## src/rtl/alu_instr_encoder_if.sv

```systemverilog
// ---------------------------------------------------------------------------
// alu_instr_encoder_if
// Bundles the request handshake, the issue (ALU-side) handshake and the
// status outputs of alu_instr_encoder.
//   master : request producer / ALU consumer side (drives req_*, out_ready)
//   slave  : the encoder itself (drives req_ready, out_*, i_datain, gr1/gr2,
//            err_illegal, illegal_cnt, level)
// ---------------------------------------------------------------------------
interface alu_instr_encoder_if #(
    parameter int DEPTH = 4
);
    localparam int LW = $clog2(DEPTH) + 1;

    logic          req_valid;
    logic          req_ready;
    logic [4:0]    req_mnem;
    logic [4:0]    req_rs;
    logic [4:0]    req_rt;
    logic [4:0]    req_rd;
    logic [4:0]    req_shamt;
    logic [15:0]   req_imm;
    logic [31:0]   req_a;
    logic [31:0]   req_b;

    logic          out_valid;
    logic          out_ready;
    logic [31:0]   i_datain;
    logic [31:0]   gr1;
    logic [31:0]   gr2;

    logic          err_illegal;
    logic [7:0]    illegal_cnt;
    logic [LW-1:0] level;

    modport master (
        output req_valid, req_mnem, req_rs, req_rt, req_rd, req_shamt,
               req_imm, req_a, req_b, out_ready,
        input  req_ready, out_valid, i_datain, gr1, gr2, err_illegal,
               illegal_cnt, level
    );

    modport slave (
        input  req_valid, req_mnem, req_rs, req_rt, req_rd, req_shamt,
               req_imm, req_a, req_b, out_ready,
        output req_ready, out_valid, i_datain, gr1, gr2, err_illegal,
               illegal_cnt, level
    );
endinterface

```

## src/rtl/alu_instr_encoder.sv

```systemverilog
// ---------------------------------------------------------------------------
// alu_instr_encoder
// Encodes compact operation requests into 32-bit MIPS R-/I-type words and
// queues them, together with their operand values, in a DEPTH-entry FIFO that
// feeds the ALU instruction port.
// Ports:
//   clk    : clock, rising edge
//   rst_n  : asynchronous active-low reset
//   bus    : alu_instr_encoder_if.slave (request handshake, issue handshake,
//            err_illegal pulse, saturating illegal_cnt, FIFO level)
// ---------------------------------------------------------------------------
module alu_instr_encoder #(
    parameter int DEPTH = 4
) (
    input  logic                  clk,
    input  logic                  rst_n,
    alu_instr_encoder_if.slave    bus
);
    localparam int AW = $clog2(DEPTH);
    localparam int LW = AW + 1;
    localparam logic [LW-1:0] DEPTH_L = LW'(DEPTH);

    logic [31:0]   mem_word_q [DEPTH];
    logic [31:0]   mem_a_q    [DEPTH];
    logic [31:0]   mem_b_q    [DEPTH];
    logic [AW-1:0] wr_ptr_q, wr_ptr_d;
    logic [AW-1:0] rd_ptr_q, rd_ptr_d;
    logic [LW-1:0] level_q, level_d;
    logic          err_illegal_q, err_illegal_d;
    logic [7:0]    illegal_cnt_q, illegal_cnt_d;

    logic          legal;
    logic          r_type;
    logic [5:0]    funct;
    logic [5:0]    opcode;
    logic [4:0]    enc_rs;
    logic [4:0]    enc_rd;
    logic [4:0]    enc_shamt;
    logic [31:0]   enc_word;

    logic          req_ready;
    logic          out_valid;
    logic          accept;
    logic          push;
    logic          pop;

    // ---- instruction encoding (combinational at the write port) ----
    always_comb begin
        legal     = 1'b1;
        r_type    = 1'b1;
        funct     = 6'h00;
        opcode    = 6'h00;
        enc_rs    = bus.req_rs;
        enc_rd    = bus.req_rd;
        enc_shamt = bus.req_shamt;
        case (bus.req_mnem)
            5'd0:    funct = 6'h20;
            5'd1:    funct = 6'h21;
            5'd2:    funct = 6'h22;
            5'd3:    funct = 6'h23;
            5'd4:    funct = 6'h24;
            5'd5:    funct = 6'h25;
            5'd6:    funct = 6'h26;
            5'd7:    funct = 6'h27;
            5'd8:    funct = 6'h2A;
            5'd9:    funct = 6'h2B;
            5'd10:   funct = 6'h00;
            5'd11:   funct = 6'h02;
            5'd12:   funct = 6'h03;
            5'd13:   funct = 6'h18;
            5'd14:   funct = 6'h1A;
            5'd15:   begin r_type = 1'b0; opcode = 6'h08; end
            5'd16:   begin r_type = 1'b0; opcode = 6'h0C; end
            5'd17:   begin r_type = 1'b0; opcode = 6'h0D; end
            5'd18:   begin r_type = 1'b0; opcode = 6'h0E; end
            5'd19:   begin r_type = 1'b0; opcode = 6'h0A; end
            5'd20:   begin r_type = 1'b0; opcode = 6'h0B; end
            5'd21:   begin r_type = 1'b0; opcode = 6'h04; end
            5'd22:   begin r_type = 1'b0; opcode = 6'h05; end
            default: begin legal = 1'b0; r_type = 1'b0; end
        endcase

        // shifts take their amount from shamt and have no rs source;
        // every other R-type op has shamt zero
        if (bus.req_mnem >= 5'd10 && bus.req_mnem <= 5'd12) begin
            enc_rs = 5'd0;
        end else begin
            enc_shamt = 5'd0;
        end
        // MULT/DIV write HI/LO, so rd is meaningless
        if (bus.req_mnem == 5'd13 || bus.req_mnem == 5'd14) begin
            enc_rd = 5'd0;
        end

        if (r_type) begin
            enc_word = {6'h00, enc_rs, bus.req_rt, enc_rd, enc_shamt, funct};
        end else begin
            enc_word = {opcode, bus.req_rs, bus.req_rt, bus.req_imm};
        end
    end

    // ---- handshakes and next state ----
    // req_ready depends on level only: no pass-through when full
    assign req_ready = (level_q < DEPTH_L);
    assign out_valid = (level_q != '0);
    assign accept    = bus.req_valid && req_ready;
    assign push      = accept && legal;
    assign pop       = out_valid && bus.out_ready;

    always_comb begin
        wr_ptr_d      = wr_ptr_q;
        rd_ptr_d      = rd_ptr_q;
        level_d       = level_q;
        err_illegal_d = accept && !legal;
        illegal_cnt_d = illegal_cnt_q;

        if (push) begin
            wr_ptr_d = wr_ptr_q + 1'b1;
        end
        if (pop) begin
            rd_ptr_d = rd_ptr_q + 1'b1;
        end
        if (push && !pop) begin
            level_d = level_q + 1'b1;
        end else if (!push && pop) begin
            level_d = level_q - 1'b1;
        end
        if (accept && !legal && illegal_cnt_q != 8'hFF) begin
            illegal_cnt_d = illegal_cnt_q + 8'd1;
        end
    end

    always_ff @(posedge clk or negedge rst_n) begin
        if (!rst_n) begin
            wr_ptr_q      <= '0;
            rd_ptr_q      <= '0;
            level_q       <= '0;
            err_illegal_q <= 1'b0;
            illegal_cnt_q <= 8'd0;
            for (int i = 0; i < DEPTH; i++) begin
                mem_word_q[i] <= 32'd0;
                mem_a_q[i]    <= 32'd0;
                mem_b_q[i]    <= 32'd0;
            end
        end else begin
            wr_ptr_q      <= wr_ptr_d;
            rd_ptr_q      <= rd_ptr_d;
            level_q       <= level_d;
            err_illegal_q <= err_illegal_d;
            illegal_cnt_q <= illegal_cnt_d;
            if (push) begin
                mem_word_q[wr_ptr_q] <= enc_word;
                mem_a_q[wr_ptr_q]    <= bus.req_a;
                mem_b_q[wr_ptr_q]    <= bus.req_b;
            end
        end
    end

    // ---- outputs ----
    assign bus.req_ready   = req_ready;
    assign bus.out_valid   = out_valid;
    assign bus.i_datain    = mem_word_q[rd_ptr_q];
    assign bus.gr1         = mem_a_q[rd_ptr_q];
    assign bus.gr2         = mem_b_q[rd_ptr_q];
    assign bus.err_illegal = err_illegal_q;
    assign bus.illegal_cnt = illegal_cnt_q;
    assign bus.level       = level_q;

endmodule

```

## src/flat_wrapper.sv

```systemverilog
// flat-port wrapper written by rule: the top's interface ports become plain ports
module alu_instr_encoder_flat 
#(
    parameter int DEPTH = 4
)
  (clk, rst_n, bus_req_valid, bus_req_mnem, bus_req_rs, bus_req_rt, bus_req_rd, bus_req_shamt, bus_req_imm, bus_req_a, bus_req_b, bus_out_ready, bus_req_ready, bus_out_valid, bus_i_datain, bus_gr1, bus_gr2, bus_err_illegal, bus_illegal_cnt, bus_level);
  alu_instr_encoder_if #(.DEPTH(DEPTH)) bus_i ();
  input  logic clk;
  input  logic rst_n;
  input wire logic [$bits(bus_i.req_valid)-1:0] bus_req_valid;
  input wire logic [$bits(bus_i.req_mnem)-1:0] bus_req_mnem;
  input wire logic [$bits(bus_i.req_rs)-1:0] bus_req_rs;
  input wire logic [$bits(bus_i.req_rt)-1:0] bus_req_rt;
  input wire logic [$bits(bus_i.req_rd)-1:0] bus_req_rd;
  input wire logic [$bits(bus_i.req_shamt)-1:0] bus_req_shamt;
  input wire logic [$bits(bus_i.req_imm)-1:0] bus_req_imm;
  input wire logic [$bits(bus_i.req_a)-1:0] bus_req_a;
  input wire logic [$bits(bus_i.req_b)-1:0] bus_req_b;
  input wire logic [$bits(bus_i.out_ready)-1:0] bus_out_ready;
  output wire logic [$bits(bus_i.req_ready)-1:0] bus_req_ready;
  output wire logic [$bits(bus_i.out_valid)-1:0] bus_out_valid;
  output wire logic [$bits(bus_i.i_datain)-1:0] bus_i_datain;
  output wire logic [$bits(bus_i.gr1)-1:0] bus_gr1;
  output wire logic [$bits(bus_i.gr2)-1:0] bus_gr2;
  output wire logic [$bits(bus_i.err_illegal)-1:0] bus_err_illegal;
  output wire logic [$bits(bus_i.illegal_cnt)-1:0] bus_illegal_cnt;
  output wire logic [$bits(bus_i.level)-1:0] bus_level;
  assign bus_i.req_valid = bus_req_valid;
  assign bus_i.req_mnem = bus_req_mnem;
  assign bus_i.req_rs = bus_req_rs;
  assign bus_i.req_rt = bus_req_rt;
  assign bus_i.req_rd = bus_req_rd;
  assign bus_i.req_shamt = bus_req_shamt;
  assign bus_i.req_imm = bus_req_imm;
  assign bus_i.req_a = bus_req_a;
  assign bus_i.req_b = bus_req_b;
  assign bus_i.out_ready = bus_out_ready;
  assign bus_req_ready = bus_i.req_ready;
  assign bus_out_valid = bus_i.out_valid;
  assign bus_i_datain = bus_i.i_datain;
  assign bus_gr1 = bus_i.gr1;
  assign bus_gr2 = bus_i.gr2;
  assign bus_err_illegal = bus_i.err_illegal;
  assign bus_illegal_cnt = bus_i.illegal_cnt;
  assign bus_level = bus_i.level;
  alu_instr_encoder #(.DEPTH(DEPTH)) u_core (.clk(clk), .rst_n(rst_n), .bus(bus_i));
endmodule
```

## config.mk

```make
export PLATFORM = sky130hd
export DESIGN_NAME = alu_instr_encoder_flat
export DESIGN_NICKNAME = d
export VERILOG_FILES = /design/src/rtl/alu_instr_encoder_if.sv /design/src/rtl/alu_instr_encoder.sv /design/src/flat_wrapper.sv
export SDC_FILE = /design/constraint.sdc
export NUM_CORES = 1
export LEC_CHECK = 0
export ABC_CLOCK_PERIOD_IN_PS = 3800
export CELL_PAD_IN_SITES_DETAIL_PLACEMENT = 1
export CELL_PAD_IN_SITES_GLOBAL_PLACEMENT = 1
export CORE_UTILIZATION = 50
export CTS_CLUSTER_DIAMETER = 200
export DETAILED_ROUTE_END_ITERATION = 10
export GPL_TIMING_DRIVEN = 1
export PLACE_DENSITY = 0.89
export SLEW_MARGIN = 5
export SYNTH_ARGS = -nofsm -noshare
export SYNTH_HDL_FRONTEND = slang
export SYNTH_SLANG_ARGS = --single-unit
```

## constraint.sdc

```tcl
create_clock -name clk -period 3.8 [get_ports clk]
set_clock_uncertainty 0.15 [all_clocks]
set_input_delay 0.95 -clock clk [delete_from_list [all_inputs] [get_ports clk]]
set_output_delay 0.95 -clock clk [all_outputs]
set_load 0.005 [all_outputs]
```

==> impl_metrics.ini, run 1 <==
[placed_design]
place_area_um2 = 20100
port_buffers = 216
pre_cts_ws_ns = 0.348
placed_cells = 1717
hpwlAfterDp_mm = 28.7
gp_congestion = 0.763

[layout]
finalNonFillerCells = 1796
nets = 1430
regArea_um2 = 9820
final_area_um2 = 21600
mostFrequentLayoutCells = 390 x dfrtp_1, 215 x clkdlybuf4s50_1, 170 x mux2_1
layout-area-overhead-vs-synth_pct = 25.1
n_fill_cell = 2970
multi_input_area_um2 = 7100
layout-drive-gt1-share_pct = 27.9
utilization_pct = 64.1
layout_commonest_cell = dfrtp_1

[setup_path]
worst_r2r_path_depth = 8
path_buf_inv = 2
critPathSlowestCell = dfrtp_4
cp-end-kind = output pin
cp_top_family = buffers and inverters
cp.required_ns = 2.70
crit_chain = buf_4 > mux4_2 > clkdlybuf4s50_1
crit_fanout = 27
arrival_ns = 2.59
crit_type = flip-flop to output pin
critPathLaunchType = flip-flop
critical_path_depth = 3
cp_slowest_stage_delay_ns = 0.78

[cts]
postCtsHoldBufs = 0
tritoncts = done
cts_made_buffers = 43
clock_latency_ns = 0.52
cts_root_buf = clkbuf_16
clock_path_buffers = 3
postCtsSetupRepairBufs = 0
cts.reportedPaths.clkPinSlew_ns = 0.06
cts.repair.resized = 1
clock_sinks = 392
htree_num_levels = 2

[synth]
synth-edff-count = 0
syn_area_um2 = 17300
synth-async-reset-ratio_pct = 100
syn_inst = 1093
yosysWarningCount = 0
synth-seq-area-share_pct = 56.7
avgSynthCellArea_um2 = 15.8
ys_ff_latch = 392
ys_types = 45
ys.flop_type = dfrtp_1

[power_and_ir_drop]
sw_frac_of_total_pct = 30.3
comb_power_share_pct = 39.3
pwr-share-clk_pct = 22.4
seqPwrFrac_pct = 38.3
p_switching_mw = 5.98
ir_drop_uv = 542
power_density_nw_per_um2 = 912
p_leak_nw = 9.34
p_int_mw = 13.8

[sta]
setup_tns_ns = 0
fin_ws_ns = 0.109
finalWorstPathRequiredPeriod_ns = 3.69
rsz0062_at_grt = no
tightest_slew_ns = 0.894
min_period_over_period_pct = 97.1
timing.fmax_mhz = 271
setup_viol = 0
finalHoldViolCount = 0
maxSlewHeadroom_pct = 39.8
slew_viol_final = 0

[floorplanning]
die_area_um2 = 35400
die_h_um = 188
rows = 67
die_w_um = 188
coreArea_um2 = 33800
start_util_pct = 51.2
ios = 219

[route]
first_iter_violations = 452
routed_wl_mm = 46.4
drtPass1Iterations = 4
drcViolationCount = 0
final_antenna_net_count = 0
wl_per_cell_um = 25.8
vias_per_cell = 5.86
vias = 10500

[job]
cap_violations = 0

[global_routing]
grt_pass1_vias = 12400
grt_pass1_wl_mm = 74.6
antenna_found_initial = 2
grt_overflow = 0
track_usage_pct = 27.5
grt_max_degree = 87

[run_status]
outcome = finished, final reports clean

[min_path]
hold_class = primary input to asynchronous set/reset pin
[flip-flops by register name, indices dropped and copies added (netlist names)]
signal                  count
u_core.wr_ptr_q             2
u_core.bus.level            3
u_core.bus.err_illegal      1
u_core.rd_ptr_q             2
u_core.mem_b_q            128
u_core.bus.illegal_cnt      8
u_core.mem_word_q         120
u_core.mem_a_q            128
[per-stage QoR]
step                hold WS (ns)  power, mW
finish                     0.263       19.7
global route               0.302       20.7
CTS                        0.311       19.9
detailed placement         0.320       15.2
global placement           0.307       14.5
floorplan                  0.295       11.3
[layer usage]
| layer | track usage (%) | share of wire, % | up-vias |
|---|---|---|---|
| met3 | 4.74 | 4.5 | 97 |
| met2 | 48.4 | 53 | 286 |
| met4 | 9.69 | 3.0 | 0 |
| li1 | - | - | 4491 |
| met1 | 34.0 | 39 | 5647 |
| met5 | 0 | 0 | - |
[Yosys cell counts (2+ instances only)]
cell type    n  area share, %
mux2_1     170             11
nand3_1      4           0.12
buf_4       19           0.82
xnor2_1      5           0.25
o21ai_1      3          0.087
ha_1         6           0.43
nor2_1      10           0.22
buf_1        5           0.11
o21ai_0     43            1.2
o22ai_1      2          0.072
a31oi_1      2          0.072
mux4_2      94             12
a21oi_1      5           0.14
clkbuf_1    13           0.28
mux2_2     169             11
nand2_1     50            1.1
inv_1        8           0.17
xor2_1       6           0.30
o21a_1       3           0.13
and2_1       5           0.18
nor4_1       2          0.072
dfrtp_1    392             57
nor2b_1      4           0.14
a22o_1       5           0.25
a32oi_1      7           0.35
buf_2       39            1.1
o211ai_2     4           0.29
[power groups by stage]
stage / sequential [mW] / clock [mW] / combinational (mW)
after floorplan: 6.88 / 0 / 4.40
after global placement: 7.23 / 0 / 7.31
after CTS: 7.55 / 4.50 / 7.90
after global routing: 7.78 / 4.63 / 8.28
after detailed placement: 7.51 / 0 / 7.68
final: 7.56 / 4.41 / 7.76
[worst paths after layout]
path                       slack [ns]                     end                    from
setup / recovery                 0.11             bus_gr1[21]      u_core.rd_ptr_q[1]
min in group clk                 0.33  u_core.mem_word_q[107]  u_core.mem_word_q[107]
hold / removal                   0.26   u_core.mem_word_q[80]                   rst_n
setup reg to reg                 1.26     u_core.bus.level[2]     u_core.bus.level[0]
max in group asynchronous        2.24   u_core.mem_word_q[33]                   rst_n
hold reg to reg                  0.33  u_core.mem_word_q[107]  u_core.mem_word_q[107]
[cells by family (layout without fill, tap and decap cells)]
group                    Yosys count  count (layout)  share of synthesized area [%]
AO/OA/AOI/OAI                     82              82                           3.12
multiplexers                     433             433                           34.3
flip-flops                       392             392                           56.7
adder cells (fa/ha/maj)            7               7                          0.549
AND/OR/NAND/NOR                   83              83                           2.27
XOR/XNOR                          11              11                          0.557
buffers and inverters             84             336                           2.52
other                              1               4                         0.0217
[area by class of cell]
cell class                      count  share of cell area [%]
Inverter                            8                   0.139
Multi-Input combinational cell    618                    32.8
Tap cell                          448                    2.59
Antenna cell                        2                  0.0231
Clock inverter                     10                   0.879
Timing Repair Buffer              251                    12.1
Sequential cell                   392                    45.4
Clock buffer                       67                    6.09
[worst reg2reg max path: stages (launching register included)]
cell     delay, ns
dfrtp_1       0.45
or3_1         0.45
nand2_1       0.16
ha_1          0.23
inv_1         0.10
fa_1          0.39
xor2_1        0.17
nor2_1        0.17
xnor2_1       0.18
(Power assumes the default switching activity.)
==> run 2: changes to the inputs <==
Settings changed: CELL_PAD_IN_SITES_DETAIL_PLACEMENT 1 to 0, CORE_UTILIZATION 50 to 40, DONT_BUFFER_PORTS from default to 1, PLACE_DENSITY 0.89 to 0.66.
==> impl_metrics.ini, run 2 (synthesis results as in run 1) <==
[run_status]
outcome = finished, final reports clean

[floorplanning]
rows = 75
die_area_um2 = 44100
coreArea_um2 = 42300
die_w_um = 210
ios = 219
start_util_pct = 40.9
die_h_um = 210

[sta]
finalHoldViolCount = 0
setup_viol = 0
setup_tns_ns = 0
timing.fmax_mhz = 309
fin_ws_ns = 0.568
slew_viol_final = 0
tightest_slew_ns = 0.623
min_period_over_period_pct = 85.0
rsz0062_at_grt = no
maxSlewHeadroom_pct = 58.5
finalWorstPathRequiredPeriod_ns = 3.23

[global_routing]
use_met3_pct = 4.54
met1_usage_pct = 23.4
grt_overflow = 0
grt_max_degree = 393
track_usage_pct = 17.3
antenna_found_initial = 1
grt_use_met2_pct = 27.0
gr-max-usage-layer = met2
grt_pass1_wl_mm = 58.9
grt_pass1_vias = 9804

[route]
routed_wl_mm = 37.3
drtPass1Iterations = 4
final_antenna_net_count = 0
vias = 9204
vias_per_cell = 5.43
drcViolationCount = 0
wl_per_cell_um = 22.0
first_iter_violations = 423

[job]
cap_violations = 0

[power_and_ir_drop]
comb_power_share_pct = 32.2
finalPower_mw = 16.9
ir_drop_uv = 907
power_density_nw_per_um2 = 864
p_leak_nw = 8.44
p_switching_mw = 5.00
pwr-share-clk_pct = 25.2
p_int_mw = 11.9
sw_frac_of_total_pct = 29.6
seqPwrFrac_pct = 42.6

[setup_path]
critPathLaunchType = flip-flop
crit_fanout = 60
worst_r2r_path_depth = 8
cp-end-kind = output pin
crit_type = flip-flop to output pin
arrival_ns = 2.13
cp.required_ns = 2.70

[cts]
htree_num_levels = 2
clock_sinks = 392
cts_root_buf = clkbuf_16
cts_made_buffers = 43
clock_latency_ns = 0.55
cts.repair.resized = 0
tritoncts = done
clock_path_buffers = 3
cts.reportedPaths.clkPinSlew_ns = 0.06

[layout]
layout_commonest_cell = dfrtp_1
multi_input_area_um2 = 7100
nets = 1201
layout-drive-gt1-share_pct = 32.6
n_fill_cell = 3732
diodes = 0
layout-area-overhead-vs-synth_pct = 12.9
reg.largest.list = u_core.mem_a_q: 128 flops, u_core.mem_b_q: 128 flops, u_core.mem_word_q: 120 flops
mostFrequentLayoutCells = 390 x dfrtp_1, 170 x mux2_1, 169 x mux2_2
regArea_um2 = 9820

[min_path]
hold_class = primary input to asynchronous set/reset pin

[placed_design]
port_buffers = 0
pre_cts_ws_ns = 0.909
hpwlAfterDp_mm = 21.7
gp_congestion = 0.727
==> run 2: changes by cell type in the layout (fill, tap and decap cells not counted), moves of 2 or more <==
cell | previous run | this run
buf_12 | 15 | 13
diode_2 | 2 | 0
buf_16 | 0 | 4
bufinv_16 | 5 | 3
buf_6 | 2 | 0
clkdlybuf4s50_1 | 215 | 0
clkbuf_1 | 10 | 8
buf_4 | 18 | 5
clkinv_2 | 3 | 8
==> run 2: final timing paths <==
path	endpoint	slack, ns	from
max	bus_gr2[15]	0.57	u_core.rd_ptr_q[0]
max in group asynchronous	u_core.mem_b_q[47]	2.84	rst_n
min reg2reg	u_core.mem_word_q[14]	0.33	u_core.mem_word_q[14]
max reg2reg	u_core.bus.level[2]	1.45	u_core.bus.level[0]
min in group clk	u_core.mem_word_q[14]	0.33	u_core.mem_word_q[14]
min	u_core.mem_word_q[8]	0.08	rst_n
==> run 2: metrics by stage <==
stage	hold slack, ns	utilization, %	cells	instance area [µm²]
floorplan	0.295	-	1094	17300
global placement	0.307	42.4	1611	17900
detailed placement	0.317	42.4	1611	17900
CTS	-0.0943	45.8	1688	19400
global route	0.0660	46.2	1694	19500
finish	0.0791	46.2	1694	19500
==> run 2: power by group through the flow <==
stage               Clock [mW]  Combinational, mW  Sequential, mW
global placement             0               5.37            7.19
detailed placement           0               5.49            7.27
finish                    4.25               5.43            7.19
CTS                       4.40               5.49            7.20
global route              4.56               5.93            7.48
floorplan                    0               4.40            6.88
==> run 2: what timing repair did <==
item / CTS / global route
setup buffers: 0 / 0
endpoints found under the setup margin: 0 / 0
hold endpoints to repair: 392 / 36
==> run 2: cell type report <==
cell class,instances,share of cell area (%)
clock buffer,65,6.76
multi-input combinational,618,36.3
tap,577,3.70
timing repair buffer,22,2.09
clock inverter,12,0.704
inverter,8,0.154
sequential,392,50.2
==> run 2: layer usage <==
layer  vias up  share of wire (%)
met4         0                2.2
li1       4052                  -
met3        53                6.2
met1      4899                 44
met2       200                 47
met5         -                  0
==> run 2: worst max-delay path, stage by stage, from the launching register on <==
cell	delay, ns
dfrtp_4	0.44
buf_12	0.44
mux4_2	0.64
